## src/rtl/fifo_wr_arbiter.sv

```systemverilog
`default_nettype none
// ============================================================================
// Module   : fifo_wr_arbiter
// Brief    : Round-robin arbiter granting one requester at a time bursty
//            access to a FIFO write port. Optional macro ARB_LOCK_EN adds a
//            per-requester lock input that suppresses the burst-length release.
// Revision : 1.0 - initial release
// ============================================================================
module fifo_wr_arbiter #(
  parameter int NREQ      = 4,
  parameter int DW        = 1,
  parameter int MAX_BURST = 4
) (
  input  logic                 CLK,
  input  logic                 RST,
  input  logic [NREQ-1:0]      req,
  input  logic [NREQ*DW-1:0]   data,
`ifdef ARB_LOCK_EN
  input  logic [NREQ-1:0]      lock,
`endif
  input  logic                 write_rdy,
  output logic [NREQ-1:0]      gnt,
  output logic                 write_en,
  output logic [DW-1:0]        write_data,
  output logic                 busy
);

  localparam int         IW    = (NREQ > 1) ? $clog2(NREQ) : 1;
  localparam logic [3:0] C_MAX = 4'(MAX_BURST);

  typedef enum logic [0:0] {
    S_IDLE  = 1'b0,
    S_GRANT = 1'b1
  } state_t;

  state_t          r_state;
  logic [NREQ-1:0] r_gnt;
  logic [3:0]      r_cnt;
  logic [IW-1:0]   r_last;
  logic [IW-1:0]   r_owner;

  logic            w_found;
  logic [IW-1:0]   w_win;
  logic            w_req_own;
  logic            w_accept;
  logic            w_lock;
  logic [3:0]      w_cnt_nxt;
  logic            w_burst_end;

  // Round-robin search starting just above the previous winner.
  always_comb begin
    w_found = 1'b0;
    w_win   = '0;
    for (int i = 1; i <= NREQ; i++) begin
      if (!w_found && req[(int'(r_last) + i) % NREQ]) begin
        w_found = 1'b1;
        w_win   = IW'((int'(r_last) + i) % NREQ);
      end
    end
  end

`ifdef ARB_LOCK_EN
  assign w_lock = lock[r_owner];
`else
  assign w_lock = 1'b0;
`endif

  assign w_req_own   = req[r_owner];
  assign w_accept    = (r_state == S_GRANT) && w_req_own && write_rdy;
  assign w_cnt_nxt   = r_cnt + 4'd1;
  // >= so that a burst stretched by lock still ends once lock drops.
  assign w_burst_end = w_accept && (w_cnt_nxt >= C_MAX) && !w_lock;

  always_ff @(posedge CLK) begin
    if (RST) begin
      r_state <= S_IDLE;
      r_gnt   <= '0;
      r_cnt   <= 4'd0;
      r_last  <= IW'(NREQ - 1);
      r_owner <= '0;
    end else begin
      case (r_state)
        S_IDLE: begin
          if (w_found) begin
            r_state <= S_GRANT;
            r_gnt   <= NREQ'(1) << w_win;
            r_owner <= w_win;
            r_cnt   <= 4'd0;
          end
        end
        S_GRANT: begin
          if (!w_req_own || w_burst_end) begin
            r_state <= S_IDLE;
            r_gnt   <= '0;
            r_last  <= r_owner;
          end else if (w_accept && (r_cnt != 4'hF)) begin
            r_cnt <= w_cnt_nxt;
          end
        end
        default: begin
          r_state <= S_IDLE;
          r_gnt   <= '0;
        end
      endcase
    end
  end

  assign gnt        = r_gnt;
  assign busy       = (r_state == S_GRANT);
  assign write_en   = w_accept;
  assign write_data = busy ? data[int'(r_owner)*DW +: DW] : '0;

endmodule
`default_nettype wire

```

## config.mk

```make
export PLATFORM = sky130hd
export DESIGN_NAME = fifo_wr_arbiter
export DESIGN_NICKNAME = d
export VERILOG_FILES = /design/src/rtl/fifo_wr_arbiter.sv
export SDC_FILE = /design/constraint.sdc
export NUM_CORES = 1
export LEC_CHECK = 0
export BUFFER_PORTS_ARGS = -buffer_cell sky130_fd_sc_hd__buf_2
export CORE_MARGIN = 1.5
export CORE_UTILIZATION = 30
export DETAILED_ROUTE_END_ITERATION = 10
export HOLD_SLACK_MARGIN = 0.02
export PLACE_DENSITY = 0.62
export SLEW_MARGIN = 20
export SYNTH_ARGS = -nofsm -noshare
export SYNTH_HDL_FRONTEND = slang
export SYNTH_SLANG_ARGS = --single-unit
```

## constraint.sdc

```tcl
create_clock -name CLK -period 2.6 [get_ports CLK]
set_clock_uncertainty 0.1 [all_clocks]
set_input_delay 0.13 -clock CLK [delete_from_list [all_inputs] [get_ports CLK]]
set_output_delay 0.13 -clock CLK [all_outputs]
set_load 0.01 [all_outputs]
```

== Word-level counts from Yosys, hierarchy flattened ==
Cells that the tools add are included.
Widths: inputs -> output; s select.

* Shifts and indexed selects: 2
* $add $sub $neg: 5
* Reduce and logical (&&, ||, !) cells: 20
* Bitwise gates (word level): 5
* Equal/unequal tests: 5
* Order comparisons: 6
* Muxes and demuxes: 33

{| class="wikitable"
|+ Operator list
! kind !! count
|-
| $mux 4 || 5
|-
| $lt 3x4->1 const B || 4
|-
| $mux 1 || 16
|-
| $pmux 4 s2 || 2
|-
| $bmux 1 s2 || 5
|-
| $mux 2 || 4
|-
| $reduce_or 2->1 || 4
|-
| $logic_and 1x1->1 || 7
|-
| $reduce_and 2->1 || 3
|-
| $add 2x1->2 const B || 2
|-
| $add 2x2->2 const B || 2
|-
| $add 4x1->4 const B || 1
|-
| $and 1x1->1 const A || 4
|-
| $ge 4x3->1 const B || 1
|-
| $logic_not 1->1 || 4
|-
| $ne 2x1->1 const B || 2
|-
| $ne 2x2->1 const B || 2
|-
| $ne 4x4->1 const B || 1
|-
| $shiftx 4x3->1 || 1
|-
| $shl 1x2->4 const A || 1
|-
| $lt 2x3->1 const B || 1
|-
| $reduce_and 3->1 || 1
|-
| $pmux 1 s2 || 1
|-
| $logic_or 1x1->1 || 1
|-
| $not 1->1 || 1
|}

* Register bits: 13
* Logic and storage cells: 81

== Longest topological paths before layout ==
Gate-level depths: netlist of the first run.

* Depth in word-level cells: 19
* Depth in mapped cells: 6
* Depth with buffers taken out: 6

== Least setup slack after synthesis of the first run ==
OpenSTA, ideal clock, no wires.

* Path type: flip-flop to flip-flop
* Start point: register r_cnt[0]
* End point: register r_last[0]
* Library setup time: 72 ps
* Slack: 911 ps
* Cell stages (with the launch flop): 7
* Data arrival time: 1518 ps
* Period minus slack after synthesis: 1689 ps
* Path buffers: 0
* Data required time: 2428 ps
* Cell sequence: dfxtp_1 > ha_1 > and2_1 > a21oi_2 > o221ai_1 > a21boi_2 > mux2i_1

* Longest elaborated chain between the ends: 5

{| class="wikitable"
|+ RTL lines
! item !! RTL line !! source
|-
| start, declared || 38 || <nowiki>logic [3:0] r_cnt;</nowiki>
|-
| start signal, assigned || 97 || <nowiki>r_cnt <= w_cnt_nxt;</nowiki>
|-
| $add 4x1->4 || 70 || <nowiki>assign w_cnt_nxt = r_cnt + 4'd1;</nowiki>
|-
| $ge 4x3->1 || 72 || <nowiki>assign w_burst_end = w_accept && (w_cnt_nxt >= C_MAX) && !w_lock;</nowiki>
|-
| $logic_and 1x1->1 || 72 ||
|-
| $logic_or 1x1->1 || 92 || <nowiki>if (!w_req_own || w_burst_end) begin</nowiki>
|-
| $reduce_and 2->1 (no source line) || -- ||
|-
| end signal, assigned || 79 || <nowiki>r_last <= IW'(NREQ - 1);</nowiki>
|-
| end signal, assigned || 95 || <nowiki>r_last <= r_owner;</nowiki>
|-
| end, declared || 39 || <nowiki>logic [IW-1:0] r_last;</nowiki>
|}

Every way passes these cells.
A chain may end at the register's enable or synchronous reset.

== Worst setup path after layout of the first run ==
Ends and elaborated chain as after synthesis.

==> run summary, run 1 <==
outcome: finished clean
commonest cells after routing, fill and taps aside: buf_2 (17), dfxtp_1 (13), nor2_1 (7)
hold path startpoint: RST
DP Worst Slack: 0.726 ns
drt pass-1 iters: 4
critical path buffer and inverter count: 0
number of standard cells after synthesis: 77
class of the tightest hold or removal check: input pin to flop
Synth Area in XOR/XNOR: 0
delay contributed by the slowest stage of the critical path: 0.36 ns
signal arrival time at the worst endpoint: 2.00 ns
worst reg2reg path endpoint: r_last[0]
share of synthesized cell area in full adder, half adder and majority cells: 0.0176
die height: 51.6 µm
maximum VDD drop: 0.000326 V
commonest non-fill, non-tap cell in the layout: buf_2
count of standard-cell rows: 17
area fraction of the dominant cell type after synthesis: 0.367
detailed-route DRC error count: 0
total of warnings raised by yosys: 0
Setup crit start: r_cnt[0]
worst-path cell with the longest stage delay: dfxtp_1
remaining global-route overflow: 0
final core occ: 0.381
mean cell area of the mapped netlist: 9.21 µm²
type of element capturing the critical path: flop
transition time of the tightest slew-check pin: 0.578 ns
TritonCTS clock tree: yes
sequential area share after synthesis: 0.367
diode insertion count for antenna repair: 0
Worst R2R Start: r_cnt[0]
wire length of the first global-routing pass: 2660 µm
share of async-settable or async-resettable flops after synthesis: 0
type of origin of the critical path: flop
multiplexer share of the synthesized area: 0.118
destination of the critical timing path: r_last[0]
Post-synth EDFFs: 0
min setup slack post-route: 0.699 ns
latest clock arrival within the worst-skew pair: 0.27 ns
standard cell core area: 2210 µm²
netlist area before placement: 709 µm²
cell taking the most area after synthesis: dfxtp_1
final max-slew violation count: 0
ranking of synthesized cells by area: dfxtp_1 (37%), nand3b_1 (6.3%), mux4_1 (3.7%)
highest clock rate: 526 MHz
worst-path cell chain: ha_1, and2_1, a21oi_2, o221ai_1, a21boi_2, mux2i_1
routed wire length: 1530 µm
Max Buffers Root-to-Sink: 2
GRT Util Overall: 0.134
TNS Setup: 0 ns
Hold Violations, Final: 0
main combinational cell family by area after synthesis: simple AND/OR/NAND/NOR gates
Syn Nets: 89
number of H-tree branching levels: 1
total power after layout: 0.451 mW
worst setup path class: flop to flop
global placement routability congestion: 0.742
CTS buffer count: 3
Lkg Pwr: 0.330 nW
clock sinks: 13
final critical delay including setup and external delays: 1.90 ns
first-iteration detailed-routing DRC count: 11
post-cts resize count: 0
worst hold margin: 0.115 ns
logic depth of the worst path, buffers included: 6
number of antenna violations at the first check in global routing: 0
Post-synth top flop: dfxtp_1
# hold bufs at CTS: 0
Clock Tree Root: clkbuf_4
floorplan die area: 2670 µm²
Unique masters post-synth: 36
Top Family by Delay on Critical Path: compound AO/OA/AOI/OAI gates
number of primary I/O pins: 18
count of buffers from port buffering: 17
total power divided by cell area: 535 nW/µm²
number of nets at the end of the flow: 108
setup slack on the worst flop-to-flop path: 0.70 ns
area overhead of the layout relative to synthesis: 18.9%
starting utilization of the core area: 0.321
max capacitance violation total: 0
post-synthesis sequential element count: 13
worst reg2reg path depth: 6
die outline width: 51.6 µm
number of buffers inserted by post-CTS setup repair: 0
worst-path fanout max: 7
DP HPWL: 1140 µm
worst-case headroom to the max-slew limit: 0.612
Period Utilization, post-route: 0.731
vias in the first global route: 606
setup repair after global routing missed its margin: no
vias per std cell: 5.11
post-synthesis simple-gate area fraction: 0.296
area fraction in compound gates after synthesis: 0.168
antenna-violating nets left: 0
Avg WL per Cell: 12.4 µm
largest net degree at the start of global routing: 20
required time of the critical path: 2.70 ns
routed via count: 628
clock slew seen by the registers of the worst setup and hold paths: 0.08 ns
Final setup viols: 0
proportion of layout cells with a drive suffix above 1: 0.284
[flip-flops by register name, summed over array words and instances (netlist names)]
| signal | cells |
|---|---|
| gnt | 4 |
| r_last | 2 |
| r_cnt | 4 |
| r_owner | 2 |
| busy | 1 |
[cells in the mapped netlist (2+ instances only)]
cell and count:
a211oi_1 3, a21oi_1 4, and2_1 2, dfxtp_1 13
inv_1 3, mux2i_1 2, nand2_1 6, nand3_1 2
nand3b_1 6, nor2_1 7, o22ai_1 4
[worst min-delay path by stage]
stage / to / slack, ns / cells past startpoint
finish: r_cnt[0] / 0.11 / 2
global route: r_cnt[0] / 0.12 / 2
CTS: r_cnt[0] / 0.11 / 2
detailed placement: gnt[1] / 0.38 / 2
global placement: gnt[2] / 0.37 / 2
floorplan: write_en / 0.31 / 2
[final cells by class]
| class | instances | area, µm² |
|---|---|---|
| Clock buffer | 4 | 26.3 |
| Fill cell | 242 | 1370 |
| Inverter | 3 | 11.3 |
| Multi-Input combinational cell | 58 | 425 |
| Sequential cell | 13 | 260 |
| Tap cell | 28 | 35.0 |
| Timing Repair Buffer | 17 | 85.1 |
[per-layer routing]
metal	vias to the layer above	track usage	share of wire
met1	290	0.171	0.48
met5	-	0	0
met4	0	0.0263	0
met2	15	0.216	0.48
met3	0	0.0517	0.042
li1	323	-	-
[cell families (layout without fill, tap and decap cells)]
kind of cell	count (synthesis)	after routing
AO/OA/AOI/OAI	17	17
flip-flops	13	13
buffers and inverters	6	24
adder cells (fa/ha/maj)	1	1
AND/OR/NAND/NOR	35	35
multiplexers	5	5
[power by group]
group	internal [mW]	switching, mW	total, mW
Combinational	0.0459	0.0516	0.0975
Sequential	0.214	0.0158	0.230
Clock	0.0595	0.0639	0.123
Total	0.320	0.131	0.451
[metrics by stage]
step | cell area [µm²] | cells
finish | 843 | 123
global route | 843 | 123
CTS | 843 | 123
detailed placement | 817 | 119
global placement | 817 | 119
floorplan | 709 | 77
No activity file was read; power rests on OpenSTA's default activity.
==> run 2: changes to the inputs <==
--- a/config.mk
+++ b/config.mk
@@ -5,12 +5,13 @@
 export SDC_FILE = /design/constraint.sdc
 export NUM_CORES = 1
 export LEC_CHECK = 0
+export ABC_AREA = 1
 export BUFFER_PORTS_ARGS = -buffer_cell sky130_fd_sc_hd__buf_2
 export CORE_MARGIN = 1.5
 export CORE_UTILIZATION = 30
 export DETAILED_ROUTE_END_ITERATION = 10
 export HOLD_SLACK_MARGIN = 0.02
-export PLACE_DENSITY = 0.62
+export PLACE_DENSITY = 0.61
 export SLEW_MARGIN = 20
 export SYNTH_ARGS = -nofsm -noshare
 export SYNTH_HDL_FRONTEND = slang
==> constraint.sdc (replaced) <==
create_clock -name CLK -period 1.9 [get_ports CLK]
set_clock_uncertainty 0.1 [all_clocks]
set_input_delay 0.095 -clock CLK [delete_from_list [all_inputs] [get_ports CLK]]
set_output_delay 0.095 -clock CLK [all_outputs]
set_load 0.01 [all_outputs]
==> run 2 against run 1 <==
Compared with the run above:
- count of clock-buffer cells in the layout is the same
- highest routed layer is now met4
- global-route usage shrank 0.090 points
- sequential power grew 99%
- combinational power grew to 11 times the previous value
- utilization shrank 1.6 points
- critical endpoint is now r_cnt[1]
- critical path depth grew 6
- die area grew 30%
- maximum frequency grew 11%
- non-clock buffer count grew 2
==> run summary, run 2 <==
outcome: finished clean
number of filler cells placed in the layout: 323 (+33%)
detailed-route DRC error count: 0 (unchanged)
highest clock rate: 586 MHz (+11%)
Period Utilization, post-route: 0.899 (+0.168)
DP Cell Count: 185 (+55%)
worst hold margin: 0.257 ns (+0.142 ns)
total of warnings raised by yosys: 0 (unchanged)
Unique masters post-synth: 28 (-22%)
most common library cells after synthesis: nand2_1 (28), nand3_1 (18), dfxtp_1 (13), nor2_1 (13), inv_1 (11)
transition time of the tightest slew-check pin: 0.285 ns (-0.293 ns)
vias per std cell: 4.98 (-2.4%)
final max-slew violation count: 0 (unchanged)
max capacitance violation total: 0 (unchanged)
latest clock arrival within the worst-skew pair: 0.28 ns (about the same)
signal arrival time at the worst endpoint: 1.83 ns (-0.17 ns)
Post-synth EDFFs: 0 (unchanged)
clock share of power: 0.100 (-0.174)
netlist area before placement: 933 µm² (+32%)
DP HPWL: 1680 µm (+48%)
P_int: 0.838 mW (+160%)
commonest cells after routing, fill and taps aside: nand2_1 (27), nand3_1 (18), buf_2 (17)
die height: 58.8 µm (+14%)
number of primary I/O pins: 18 (unchanged)
routed via count: 947 (+51%)
die outline width: 58.8 µm (+14%)
count of buffers from port buffering: 17 (unchanged)
type of element capturing the critical path: flop
area of all placed cells without fillers: 1100 µm² (+30%)
Max Buffers Root-to-Sink: 2 (unchanged)
TNS Setup: 0 ns (unchanged)
clock sinks: 13 (unchanged)
Clock Tree Root: clkbuf_4
diode insertion count for antenna repair: 0 (unchanged)
number of nets at the end of the flow: 170 (+57%)
drt pass-1 iters: 4 (unchanged)
Lkg Pwr: 0.567 nW (+72%)
TritonCTS clock tree: yes
final core occ: 0.365 (-0.0162)
number of H-tree branching levels: 1 (unchanged)
min setup slack post-route: 0.193 ns (-0.507 ns)
setup repair after global routing missed its margin: no
sw frac: 0.513 (+0.222)
first-iteration detailed-routing DRC count: 58 (+47)
ranking of synthesized cells by area: dfxtp_1 (28%), nand2_1 (11%), nand3_1 (9.7%)
class of the tightest hold or removal check: input pin to flop
routed wire length: 2060 µm (+35%)
total power divided by cell area: 1570 nW/µm² (+190%)
power share of the sequential group: 0.265 (-0.245)
count leader, synth: nand2_1
Layout Cells excl Fill: 190 (+54%)
clock slew seen by the registers of the worst setup and hold paths: 0.08 ns (about the same)
count of standard-cell rows: 20 (+3)
Post-synth top flop: dfxtp_1
total power after layout: 1.72 mW (+280%)
antenna-violating nets left: 0 (unchanged)
wire length of the first global-routing pass: 3550 µm (+34%)
global placement routability congestion: 0.800 (+7.9%)
post-synthesis sequential element count: 13 (unchanged)
remaining global-route overflow: 0 (unchanged)
number of antenna violations at the first check in global routing: 0 (unchanged)
worst setup path class: flop to flop
starting utilization of the core area: 0.311 (-0.00987)
share of async-settable or async-resettable flops after synthesis: 0 (unchanged)
largest net degree at the start of global routing: 10 (-50%)
worst-case headroom to the max-slew limit: 0.809 (+0.197)
Switching Power: 0.884 mW (+570%)
part of the power in combinational logic: 0.635 (+0.419)
required time of the critical path: 2.02 ns (-0.68 ns)
final critical delay including setup and external delays: 1.71 ns (-0.193 ns)
Syn Nets: 147 (+65%)
Hold Violations, Final: 0 (unchanged)
maximum VDD drop: 0.000597 V (+83%)
Sequential Area: 262 µm² (+0.48%)
Final setup viols: 0 (unchanged)
area of the multi-input gates: 601 µm² (+41%)
vias in the first global route: 830 (+37%)
commonest non-fill, non-tap cell in the layout: nand2_1
worst-path fanout max: 7 (unchanged)
standard cell core area: 3000 µm² (+36%)
type of origin of the critical path: flop
GRT Util Overall: 0.133 (-0.000901)
area fraction of the dominant cell type after synthesis: 0.279 (-0.0880)
number of standard cells after synthesis: 135 (+75%)
area overhead of the layout relative to synthesis: 17.4%
mean cell area of the mapped netlist: 6.91 µm² (-25%)
floorplan die area: 3460 µm² (+30%)
sequential area share after synthesis: 0.279 (-0.0880)
DP Worst Slack: 0.0886 ns (-0.637 ns)
proportion of layout cells with a drive suffix above 1: 0.287 (+0.00241)
placement-stage cell area: 1060 µm² (+29%)
Avg WL per Cell: 10.9 µm (-13%)
number of buffers inserted by post-CTS setup repair: 0 (unchanged)
CTS buffer count: 3 (unchanged)
cell taking the most area after synthesis: dfxtp_1
[run 2: final timing paths]
path,from,to,slack [ns],depth (start not counted)
setup / recovery,r_last[1],r_cnt[1],0.19,12
hold / removal,write_rdy,r_cnt[1],0.26,7
setup reg to reg,r_last[1],r_cnt[1],0.19,12
hold reg to reg,r_cnt[3],r_cnt[3],0.38,2
[run 2: timing repair]
action,in CTS,in global routing
resized for setup,0,2
hold buffers,1,0
endpoints found under the hold margin,5,0
setup endpoints to repair,0,10
[run 2: layout make-up]
cell class / instances / share of cell area
multi-input combinational: 106 / 0.548
sequential: 13 / 0.239
timing repair buffer: 19 / 0.0936
inverter: 15 / 0.0582
tap: 33 / 0.0377
clock buffer: 4 / 0.0240
[run 2: layer usage]
metal | share of wire | routed length, µm | track usage
met1 | 0.47 | 973 | 0.171
met2 | 0.48 | 982 | 0.219
met3 | 0.032 | 66 | 0.0154
met4 | 0.020 | 41 | 0.0682
met5 | 0 | 0 | 0
[run 2: power by group through the flow]
| stage | combinational (mW) | clock, mW | sequential, mW |
|---|---|---|---|
| finish | 1.09 | 0.173 | 0.457 |
| global route | 1.23 | 0.183 | 0.476 |
| CTS | 1.09 | 0.178 | 0.454 |
| detailed placement | 1.09 | 0 | 0.460 |
| global placement | 1.07 | 0 | 0.461 |
| floorplan | 0.881 | 0 | 0.442 |
[run 2: logic make-up (layout without fill, tap and decap cells)]
group	count (synthesis)	after routing	synth area share
fa+ha+maj	1	1	0.0134
simple gates	79	79	0.456
xor+xnor	1	1	0.00939
compound gates	25	25	0.162
buf+inv	16	38	0.0804
flops	13	13	0.279
[run 2: critical path: stages (launching register included)]
cell      delay [ns]
dfxtp_1         0.46
inv_2           0.11
nand2_2         0.09
nand2_4         0.07
nand2_4         0.08
nand2_4         0.07
nor2_8          0.13
nand3b_4        0.10
nand2_4         0.11
inv_4           0.06
nor2_4          0.08
nand2_1         0.07
a21oi_2         0.10
